--- src/rtl/edge_pulse_array_if.sv ---
// Bundles the per-channel level inputs, edge mode, flag clears and pulse/flag
// outputs of edge_pulse_array.
interface edge_pulse_array_if #(
    parameter int CHANNELS = 4
);
    logic [CHANNELS-1:0] input_signal;
    logic [1:0]          mode;
    logic [CHANNELS-1:0] clear_flags;
    logic [CHANNELS-1:0] output_signal;
    logic [CHANNELS-1:0] edge_flags;
    logic                any_pulse;

    modport master (
        output input_signal, mode, clear_flags,
        input  output_signal, edge_flags, any_pulse
    );

    modport slave (
        input  input_signal, mode, clear_flags,
        output output_signal, edge_flags, any_pulse
    );
endinterface

--- src/rtl/edge_pulse_array.sv ---
// Multi-channel edge-to-pulse generator: optional synchroniser and debounce per
// channel, selectable edge mode, retriggerable stretched pulses, sticky flags.
module edge_pulse_array #(
    parameter int CHANNELS        = 4,
    parameter int SYNC_STAGES     = 2,
    parameter int DEBOUNCE_CYCLES = 0,
    parameter int PULSE_LEN       = 1
) (
    input  logic            clk,
    input  logic            rst,
    edge_pulse_array_if.slave bus
);

    localparam int N  = (DEBOUNCE_CYCLES > 1) ? DEBOUNCE_CYCLES : 1;
    localparam int CW = $clog2(N) + 1;
    localparam int PW = $clog2(PULSE_LEN) + 1;
    localparam logic [CW-1:0] CNT_LAST  = CW'(N - 1);
    localparam logic [PW-1:0] PCNT_LOAD = PW'(PULSE_LEN - 1);

    logic [CHANNELS-1:0] s;
    logic [CHANNELS-1:0] d_vec;
    logic [CHANNELS-1:0] d_prev_reg;
    logic [CHANNELS-1:0] rise;
    logic [CHANNELS-1:0] fall;
    logic [CHANNELS-1:0] evt;
    logic [CHANNELS-1:0] pulse_next;
    logic [CHANNELS-1:0] pulse_reg;
    logic [CHANNELS-1:0] flag_reg;
    logic                any_reg;

    genvar gi;
    generate
        for (gi = 0; gi < CHANNELS; gi++) begin : g_ch
            logic          d_reg;
            logic [CW-1:0] cnt_reg;
            logic [PW-1:0] pcnt_reg;

            if (SYNC_STAGES == 0) begin : g_nosync
                assign s[gi] = bus.input_signal[gi];
            end else begin : g_sync
                logic [SYNC_STAGES-1:0] sync_reg;
                always_ff @(posedge clk) begin
                    if (rst) begin
                        sync_reg <= '0;
                    end else begin
                        sync_reg <= SYNC_STAGES'({sync_reg, bus.input_signal[gi]});
                    end
                end
                assign s[gi] = sync_reg[SYNC_STAGES-1];
            end

            // A new level is accepted only after it has differed from d for N cycles.
            always_ff @(posedge clk) begin
                if (rst) begin
                    d_reg   <= 1'b0;
                    cnt_reg <= '0;
                end else if (s[gi] == d_reg) begin
                    cnt_reg <= '0;
                end else if (cnt_reg == CNT_LAST) begin
                    d_reg   <= s[gi];
                    cnt_reg <= '0;
                end else begin
                    cnt_reg <= cnt_reg + 1'b1;
                end
            end

            // An event reloads the stretch counter, so retriggers extend without a gap.
            always_ff @(posedge clk) begin
                if (rst) begin
                    pcnt_reg <= '0;
                end else if (evt[gi]) begin
                    pcnt_reg <= PCNT_LOAD;
                end else if (pcnt_reg != '0) begin
                    pcnt_reg <= pcnt_reg - 1'b1;
                end
            end

            assign d_vec[gi]      = d_reg;
            assign pulse_next[gi] = evt[gi] | (pcnt_reg != '0);
        end
    endgenerate

    assign rise = d_vec & ~d_prev_reg;
    assign fall = ~d_vec & d_prev_reg;

    always_comb begin
        evt = '0;
        case (bus.mode)
            2'b00:   evt = rise;
            2'b01:   evt = fall;
            2'b10:   evt = rise | fall;
            default: evt = '0;
        endcase
    end

    // Set takes priority over a same-cycle clear.
    always_ff @(posedge clk) begin
        if (rst) begin
            d_prev_reg <= '0;
            pulse_reg  <= '0;
            flag_reg   <= '0;
            any_reg    <= 1'b0;
        end else begin
            d_prev_reg <= d_vec;
            pulse_reg  <= pulse_next;
            flag_reg   <= evt | (flag_reg & ~bus.clear_flags);
            any_reg    <= |pulse_next;
        end
    end

    assign bus.output_signal = pulse_reg;
    assign bus.edge_flags    = flag_reg;
    assign bus.any_pulse     = any_reg;

endmodule

--- src/flat_wrapper.sv ---
// flat-port wrapper written by rule: the top's interface ports become plain ports
module edge_pulse_array_flat 
#(
    parameter int CHANNELS        = 4,
    parameter int SYNC_STAGES     = 2,
    parameter int DEBOUNCE_CYCLES = 0,
    parameter int PULSE_LEN       = 1
)
  (clk, rst, bus_input_signal, bus_mode, bus_clear_flags, bus_output_signal, bus_edge_flags, bus_any_pulse);
  edge_pulse_array_if #(.CHANNELS(CHANNELS)) bus_i ();
  input  logic clk;
  input  logic rst;
  input wire logic [$bits(bus_i.input_signal)-1:0] bus_input_signal;
  input wire logic [$bits(bus_i.mode)-1:0] bus_mode;
  input wire logic [$bits(bus_i.clear_flags)-1:0] bus_clear_flags;
  output wire logic [$bits(bus_i.output_signal)-1:0] bus_output_signal;
  output wire logic [$bits(bus_i.edge_flags)-1:0] bus_edge_flags;
  output wire logic [$bits(bus_i.any_pulse)-1:0] bus_any_pulse;
  assign bus_i.input_signal = bus_input_signal;
  assign bus_i.mode = bus_mode;
  assign bus_i.clear_flags = bus_clear_flags;
  assign bus_output_signal = bus_i.output_signal;
  assign bus_edge_flags = bus_i.edge_flags;
  assign bus_any_pulse = bus_i.any_pulse;
  edge_pulse_array #(.CHANNELS(CHANNELS), .SYNC_STAGES(SYNC_STAGES), .DEBOUNCE_CYCLES(DEBOUNCE_CYCLES), .PULSE_LEN(PULSE_LEN)) u_core (.clk(clk), .rst(rst), .bus(bus_i));
endmodule
--- config.mk ---
export PLATFORM = sky130hd
export DESIGN_NAME = edge_pulse_array_flat
export DESIGN_NICKNAME = d
export VERILOG_FILES = /design/src/rtl/edge_pulse_array_if.sv /design/src/rtl/edge_pulse_array.sv /design/src/flat_wrapper.sv
export SDC_FILE = /design/constraint.sdc
export NUM_CORES = 1
export LEC_CHECK = 0
export CAP_MARGIN = 30
export CORE_MARGIN = 2
export CORE_UTILIZATION = 45
export DETAILED_ROUTE_END_ITERATION = 16
export PLACE_DENSITY = 0.77
export SLEW_MARGIN = 5
export SYNTH_ARGS = -nofsm -noshare
export SYNTH_HDL_FRONTEND = slang
export SYNTH_SLANG_ARGS = --single-unit
--- constraint.sdc ---
create_clock -name clk -period 1.3 [get_ports clk]
set_input_delay 0.26 -clock clk [delete_from_list [all_inputs] [get_ports clk]]
set_output_delay 0.26 -clock clk [all_outputs]
set_load 0.03 [all_outputs]
## Word-level counts from Yosys, hierarchy flattened

Cells that the tools add are included.

| storage, ports and cells | value |
|---|---|
| output and inout port bits | 9 |
| word-level logic and storage cells | 73 |
| flip-flop bits (word level) | 33 |
| bits of input ports | 12 |

| operators by class | value |
|---|---|
| mux-type cells | 1 |
| equality and inequality tests | 6 |
| bitwise gates (word level) | 24 |
| reductions and logical operators | 14 |
| $add $sub $neg | 8 |

Operator list:

| kind | number |
|---|---|
| OR reduction 3 bit | 8 |
| bitwise AND 4 bit | 3 |
| NOT 1 bit | 12 |
| NOT 4 bit | 3 |
| one-hot mux 4 bit (3 select lines) | 1 |
| bitwise OR 4 bit | 2 |
| AND reduction 2 bit | 4 |
| adder 1 bit, second input constant | 4 |
| == test 1 bit | 4 |
| bitwise OR 1 bit | 4 |
| OR reduction 4 bit | 1 |
| subtractor 1 bit, second input constant | 4 |
| == test 2 x 1 -> 1 bit, second input constant | 1 |
| == test 2 bit, second input constant | 1 |
| logical NOT 2 bit | 1 |

## Depth between registers and ports, before layout

Gate-level depths: netlist of run 1.

| logic depth | value |
|---|---|
| depth after elaboration | 6 |
| mapped depth | 6 |
| depth with buffers taken out | 6 |

## Worst setup path before layout of run 1

No wires, ideal clock.

| timing | value |
|---|---|
| path kind | register -> register |
| from | reg u_core.g_ch[3].d_reg |
| to | reg u_core.any_reg, in the netlist u_core.bus.any_pulse |
| library setup time | 0.137 ns |
| stages on the path, launching flop included | 7 |
| arrival | 1.146 ns |
| clock period less this slack | 1.284 ns |
| slack | 0.016 ns |
| required time | 1.163 ns |
| buffers on the path | 0 |
| cells stage by stage | dfxtp_1 inv_1 ha_1 nand2b_1 a21oi_2 a211oi_2 a41oi_2 |

| on the way | value |
|---|---|
| word-level cells in the longest chain between the ends | 6 |
| elaborated cells on any way between the ends | 7 |
| classes of those cells | mux (1); bitwise (5); reduce/logical (1) |

RTL lines:

| what | RTL line | source |
|---|---|---|
| from (decl) | edge_pulse_array.sv:34 | `logic d_reg;` |
| from (signal assigned) | edge_pulse_array.sv:60 | `d_reg <= s[gi];` |
| NOT 4 bit | edge_pulse_array.sv:84 | `assign fall = ~d_vec & d_prev_reg;` |
| bitwise AND 4 bit | edge_pulse_array.sv:84 |  |
| bitwise OR 4 bit | edge_pulse_array.sv:91 | `2'b10: evt = rise \| fall;` |
| one-hot mux 4 bit (3 select lines) (*) | edge_pulse_array.sv:88 | `case (bus.mode)` |
| bitwise OR 1 bit (*) | edge_pulse_array.sv:79 | `assign pulse_next[gi] = evt[gi] \| (pcnt_reg != '0);` |
| OR reduction 4 bit (*) | edge_pulse_array.sv:107 | `any_reg <= \|pulse_next;` |
| to (signal assigned) | edge_pulse_array.sv:107 |  |
| to (decl) | edge_pulse_array.sv:29 | `logic any_reg;` |

Every way passes the cells marked *; elsewhere a longest branch is shown, timed or not.
A chain may end at the register's enable or synchronous reset.

## Worst setup path in the final report of run 1

| timing | value |
|---|---|
| from | in bus_mode[1] |
| to | reg u_core.any_reg, in the netlist u_core.bus.any_pulse |

| on the way | value |
|---|---|
| word-level cells in the longest chain between the ends | 4 |
| elaborated cells on any way between the ends | 9 |
| classes of those cells | eq/ne (2); mux (1); bitwise (4); reduce/logical (2) |

RTL lines:

| what | RTL line | source |
|---|---|---|
| from (decl) | flat_wrapper.sv:14 | `input wire logic [$bits(bus_i.mode)-1:0] bus_mode;` |
| == test 2 bit (tied with other cells) | edge_pulse_array.sv:88 |  |
| one-hot mux 4 bit (3 select lines) (*) | edge_pulse_array.sv:88 |  |
| bitwise OR 1 bit | edge_pulse_array.sv:79 |  |
| OR reduction 4 bit (*) | edge_pulse_array.sv:107 |  |

Marks and branches as above.

==> metrics.md, run 1 <==
| Metric | Value |
|---|---|
| Drt pass-1 iters | 4 |
| H-Tree Depth | 2 |
| Gr usage total | 14.9% |
| Area grow syn2layout | 40.2% |
| Initial antenna violation count | 0 |
| Setup Viol. Count Final | 1 |
| # nets final | 165 |
| FF+latch count, synth | 33 |
| Synth area leaders | dfxtp_1, ha_1, a211oi_2 |
| Crit. End Element | flop |
| Peak Freq | 745 MHz |
| Setup CP Type | input pin to flop |
| Largest net degree at the start of global routing | 20 |
| Post-synth cell types | 18 |
| Seq/Total Area, Yosys | 56.4% |
| WHS | 446 ps |
| Cells after Synth | 105 |
| Final worst-path cycle share | 103% |
| Top Family by Delay on Critical Path | buffers and inverters |
| Status | finished with violations |
| Failing checks | setup timing |
| First-pass GRT wire length | 3.02 mm |
| Hold buffers post-CTS | 0 |
| Largest stage delay on the critical path | 490 ps |
| Drt wl/cell | 12.2 um |
| Hold WC Path Type | flop to flop |
| Final Hold Viols | 0 |
| Critical Path Fanout Max | 8 |
| CTS Root Cell | clkbuf_4 |
| Worst vdd ir | 0.864 mV |
| Syn Area/Cell | 11.2 sq um |
| Final WL | 2.16 mm |
| Critical-path cell list | clkdlybuf4s50_1 -> buf_4 -> nor2b_4 -> a211oi_2 -> a41oi_2 |
| Synth area leader | dfxtp_1 |
| Final-report max-slew violation count | 0 |
| Clock Latency Late Sink | 330 ps |
| Core Footprint | 0.00248 sq mm |
| Most common cell after layout, fill and taps aside | dfxtp_1 |
| Clock slew at reported path FFs | 100 ps |
| Max_cap viols | 0 |
| Cell area after synthesis | 0.00117 sq mm |
| Gr ovfl total | 0 |
| RSZ-0062 raised after global routing | yes |
| Die W | 55.0 um |
| Overall Power | 1.95 mW |
| Pwr per Cell Area | 1180 mW/mm^2 |
| Largest buffer count on any clock path | 2 |
| Post-Route Utilization | 66.4% |
| Min Tclk post-route | 1340 ps |
| Clock tree sinks | 33 |
| Die Span Y | 55.0 um |
| Worst Slack Setup Final | -42.9 ps |
| HPWL after detailed placement | 1.37 mm |
| Post-synth top area share | 56.4% |
| DRC | 0 |
| Commonest non-fill, non-tap cells in the layout | dfxtp_1, nor2_1, clkdlybuf4s50_1 |
| Fin Clk Skew | 7.73 ps |
| CTS tree | yes |
| Leakage | 0.683 nW |
| Synth warnings | 0 |
| Worst path slowest cell | clkdlybuf4s50_1 |
| Post-route ant nets | 0 |
| Critical Path AT | 1550 ps |
| Vias in the first global route | 744 |
| CP Buf/Inv Count | 2 |
| Max reg flops | 8 |
| DR vias | 824 |
| Vias/cell | 4.68 |
| RD Place Congestion | 0.768 |
| Die area | 0.00303 sq mm |
| I/O Buffers | 20 |
| Total CTS buffers | 5 |
| FP Rows | 18 |
| # IOs | 21 |
| Initial Util | 47.3% |
| Dpl ws | -314 ps |
| Share of post-route cells with drive strength above 1 | 37.0% |
| Iter 0 DRT Violations | 6 |
| Worst EP required | 1510 ps |
| Ant. Diodes | 0 |
| Crit path launch type | input pin |
| Flop-to-flop setup slack | -20 ps |
## report_power, final
group / switching (mW) / internal [mW] / leakage [nW] / total (mW)
clock network: 0.337 / 0.313 / 0.0413 / 0.651
logic: 0.114 / 0.107 / 0.367 / 0.221
registers: 0.0171 / 1.06 / 0.275 / 1.07
total: 0.469 / 1.48 / 0.683 / 1.95
## worst paths after layout
| kind | startpoint | endpoint | depth (start not counted) |
|---|---|---|---|
| setup / recovery | bus_mode[1] | u_core.bus.any_pulse | 5 |
| hold / removal | u_core.g_ch[0].g_sync.sync_reg[0] | u_core.g_ch[0].g_sync.sync_reg[1] | 1 |
| setup reg to reg | u_core.d_prev_reg[2] | u_core.bus.any_pulse | 5 |
| hold reg to reg | u_core.g_ch[0].g_sync.sync_reg[0] | u_core.g_ch[0].g_sync.sync_reg[1] | 1 |
## layout make-up
cell class | count | area [sq um]
Sequential cell | 33 | 667
Inverter | 12 | 45.0
Clock inverter | 1 | 5.00
Clock buffer | 7 | 65.1
Tap cell | 30 | 37.5
Fill cell | 196 | 833
Multi-Input combinational cell | 63 | 559
Timing Repair Buffer | 30 | 265
## cell families (layout without fill, tap and decap cells)
kind of cell,after synthesis,after routing,share of synthesized area (%)
flip-flops,33,33,56.3
adder cells (fa/ha/maj),8,8,8.54
other,1,8,0.320
AND/OR/NAND/NOR,30,30,12.8
AO/OA/AOI/OAI,13,13,12.2
buffers and inverters,16,50,6.40
multiplexers,4,4,3.42
## metal layers
metal	vias to the layer above	track usage (%)	routed length, um
met5	-	0	0
met4	0	8.54	66
met3	9	7.26	158
met2	30	24.8	1050
met1	376	15.2	879
li1	409	-	-
## per-stage QoR
stage	cells	TNS, ps	instance area (sq um)
4_1_cts	174	0	1580
3_3_place_gp	165	-1670	1470
5_1_grt	176	-250	1640
2_1_floorplan	112	0	1200
3_5_place_dp	165	-2040	1470
6_report	176	-42.9	1640
## synth_stat cells
cell      number
nor2b_1        8
a211oi_2       6
dfxtp_1       33
nor2_2         1
buf_6          2
clkbuf_1       2
nor2b_4        1
mux2i_1        4
a211oi_1       1
inv_1         10
a41oi_2        1
a21oi_2        1
nand2b_1       2
clkinv_1       2
conb_1         1
a221oi_1       4
ha_1           8
nor2_1        18
## timing repair
item | in CTS | in global routing
resized for setup | 28 | 22
pin swaps | 9 | 12
buffers inserted | 1 | 2
setup endpoints to repair | 12 | 9
No activity file was read; power rests on OpenSTA's default activity.
==> run 2: changes to the inputs <==
--- a/config.mk
+++ b/config.mk
@@ -9,7 +9,8 @@
 export CORE_MARGIN = 2
 export CORE_UTILIZATION = 45
 export DETAILED_ROUTE_END_ITERATION = 16
-export PLACE_DENSITY = 0.77
+export PLACE_DENSITY = 0.71
+export RECOVER_POWER = 25
 export SLEW_MARGIN = 5
 export SYNTH_ARGS = -nofsm -noshare
 export SYNTH_HDL_FRONTEND = slang
==> run 2 against run 1 <==
  * The run still ends with setup timing left
  * Final area rose by 0.84%
  * Non-clock buffer count is 1 higher
  * Global-route usage increased by 0.36 points
  * Die area did not move
  * Sequential share of layout area shrank 0.11 points
  * First-iteration DRC count increased by 33%
  * Worst setup slack improved by 16 ps
  * Clock-buffer cell count is the same
==> metrics.md, run 2 (synthesized netlist as in run 1, its figures left out) <==
| Metric | Value |
|---|---|
| Status | finished with violations |
| Failing checks | setup timing |
| Setup CP Type | flop to flop |
| Hold WC Path Type | flop to flop |
| Leakage | 0.685 nW (+0.30%) |
| Final Hold Viols | 0 (unchanged) |
| Core Footprint | 0.00248 sq mm (unchanged) |
| Clock tree sinks | 33 (unchanged) |
| Critical Path AT | 1520 ps (-30 ps) |
| Cells on worst reg2reg path | 6 (+1) |
| RR Startpoint | u_core.g_ch[0].d_reg |
| CTS Root Cell | clkbuf_4 |
| HPWL after detailed placement | 1.36 mm (-1.0%) |
| Pwr per Cell Area | 1120 mW/mm^2 (-5.7%) |
| Largest stage delay on the critical path | 340 ps (-150 ps) |
| DR vias | 820 (-0.49%) |
| Setup Viol. Count Final | 1 (unchanged) |
| Crit. End Element | flop |
| Commonest non-fill, non-tap cells in the layout | dfxtp_1, nor2_1, clkdlybuf4s50_1 |
| # IOs | 21 (unchanged) |
| Fillers | 203 (+3.6%) |
| Final worst-path cycle share | 102% (-1.2 points) |
| Die Span Y | 55.0 um (unchanged) |
| CTS tree | yes |
| Largest buffer count on any clock path | 2 (unchanged) |
| Final WL | 2.11 mm (-2.2%) |
| Ant. Diodes | 0 (unchanged) |
| Most common cell after layout, fill and taps aside | dfxtp_1 |
| Die area | 0.00303 sq mm (unchanged) |
| Worst vdd ir | 0.886 mV (+2.6%) |
| Initial Util | 47.3% (unchanged) |
| Clock Latency Late Sink | 320 ps (about the same) |
| Total CTS buffers | 5 (unchanged) |
| Drt pass-1 iters | 4 (unchanged) |
| Max reg flops | 8 (unchanged) |
| Drt wl/cell | 12.0 um (-2.2%) |
| Max_cap viols | 0 (unchanged) |
| Flop-to-flop setup slack | -30 ps (about the same) |
| Worst Slack Setup Final | -27.4 ps (+15.6 ps) |
| Final-report max-slew violation count | 0 (unchanged) |
| Gr usage total | 15.3% (+0.36 points) |
| # nets final | 166 (+0.61%) |
| Hold buffers post-CTS | 0 (unchanged) |
| Fin Clk Skew | 4.60 ps (-3.14 ps) |
| Die W | 55.0 um (unchanged) |
| Critical Path Fanout Max | 2 (-6) |
| Post-route ant nets | 0 (unchanged) |
| First-pass GRT wire length | 2.99 mm (-1.2%) |
| Cell mode on critical path | a211oi_2 |
| FP Rows | 18 (unchanged) |
| Largest net degree at the start of global routing | 22 (+10%) |
| Critical-path cell list | buf_6 -> ha_4 -> nor2_4 -> a211oi_2 -> a211oi_2 -> a41oi_2 |
| RSZ-0062 raised after global routing | yes |
| Vias/cell | 4.66 (-0.49%) |
| Min Tclk post-route | 1330 ps (-15.6 ps) |
| Clock slew at reported path FFs | 90 ps (about the same) |
| I/O Buffers | 20 (unchanged) |
| WHS Path Cells | 1 (unchanged) |
| Top Family by Delay on Critical Path | compound AO/OA/AOI/OAI gates |
| Worst EP required | 1500 ps (about the same) |
| WHS | 450 ps (+3.53 ps) |
| RD Place Congestion | 0.799 (+4.0%) |
| H-Tree Depth | 2 (unchanged) |
| Hold-critical path endpoint | u_core.g_ch[2].g_sync.sync_reg[1] |
| Reg-to-reg endpoint | u_core.bus.any_pulse |
| Initial antenna violation count | 0 (unchanged) |
| Beginning of the worst hold path | u_core.g_ch[2].g_sync.sync_reg[0] |
| Peak Freq | 753 MHz (+1.2%) |
| Overall Power | 1.85 mW (-4.9%) |
| Share of post-route cells with drive strength above 1 | 39.7% (+2.7 points) |
| CP Buf/Inv Count | 1 (-1) |
| Vias in the first global route | 713 (-4.2%) |
| Worst path slowest cell | dfxtp_2 |
| Gr ovfl total | 0 (unchanged) |
| Iter 0 DRT Violations | 8 (+2) |
| Area grow syn2layout | 41.4% |
| Crit path launch type | flop |
| DRC | 0 (unchanged) |
-- run 2: cell types whose count changed in the layout (fill, tap and decap cells not counted), sizes merged --
cell           delta
clkbuf            +1
dlymetal6s2s      +1
buf               -1
clkdlybuf4s50     -2
clkinv            -1
dlygate4sd3       +1
clkdlybuf4s15     +1
-- run 2: metrics by stage --
| stage | cell area [sq um] | setup TNS [ps] | utilization, % | cells | worst slack [ps] |
|---|---|---|---|---|---|
| global placement | 1490 | -1970 | 60.0 | 167 | -316 |
| detailed placement | 1490 | -2230 | 60.0 | 167 | -347 |
| global route | 1660 | -144 | 66.9 | 176 | -105 |
| finish | 1660 | -27.4 | 66.9 | 176 | -27.4 |
| floorplan | 1200 | 0 | - | 112 | 16.2 |
| CTS | 1580 | 0 | 63.9 | 174 | 1.97 |
-- run 2: timing repair --
item / 4_1_cts / 5_1_grt
gates resized for setup: 30 / 27
pin swaps: 8 / 12
buffers inserted: 0 / 2
setup endpoints to repair: 13 / 10
-- run 2: layout make-up --
| class | instances | area [sq um] | area share (%) |
|---|---|---|---|
| sequential | 33 | 671 | 40.5 |
| multi-input combinational | 63 | 578 | 34.9 |
| timing repair buffer | 31 | 272 | 16.4 |
| clock buffer | 7 | 55.1 | 3.32 |
| inverter | 12 | 45.0 | 2.72 |
| tap | 30 | 37.5 | 2.26 |
-- run 2: metal layers --
layer | GRT usage (%) | vias up | share of wire (%)
met1 | 15.9 | 379 | 39
li1 | - | 414 | -
met4 | 11.0 | 0 | 2.6
met3 | 8.06 | 6 | 5.9
met2 | 23.4 | 21 | 52
met5 | 0 | - | 0
-- run 2: worst max path at each step --
| stage | depth (start not counted) | endpoint | start |
|---|---|---|---|
| CTS | 6 | u_core.bus.any_pulse | u_core.g_ch[3].d_reg |
| finish | 6 | u_core.bus.any_pulse | u_core.g_ch[0].d_reg |
| detailed placement | 6 | u_core.bus.any_pulse | bus_mode[1] |
| floorplan | 6 | u_core.bus.any_pulse | u_core.g_ch[3].d_reg |
| global route | 5 | u_core.bus.any_pulse | u_core.g_ch[1].d_reg |
| global placement | 6 | u_core.bus.any_pulse | bus_mode[1] |
-- run 2: report_power, final --
part           switching [mW]  internal (mW)
registers              0.0181           1.06
clock network           0.301          0.255
logic                   0.112          0.108
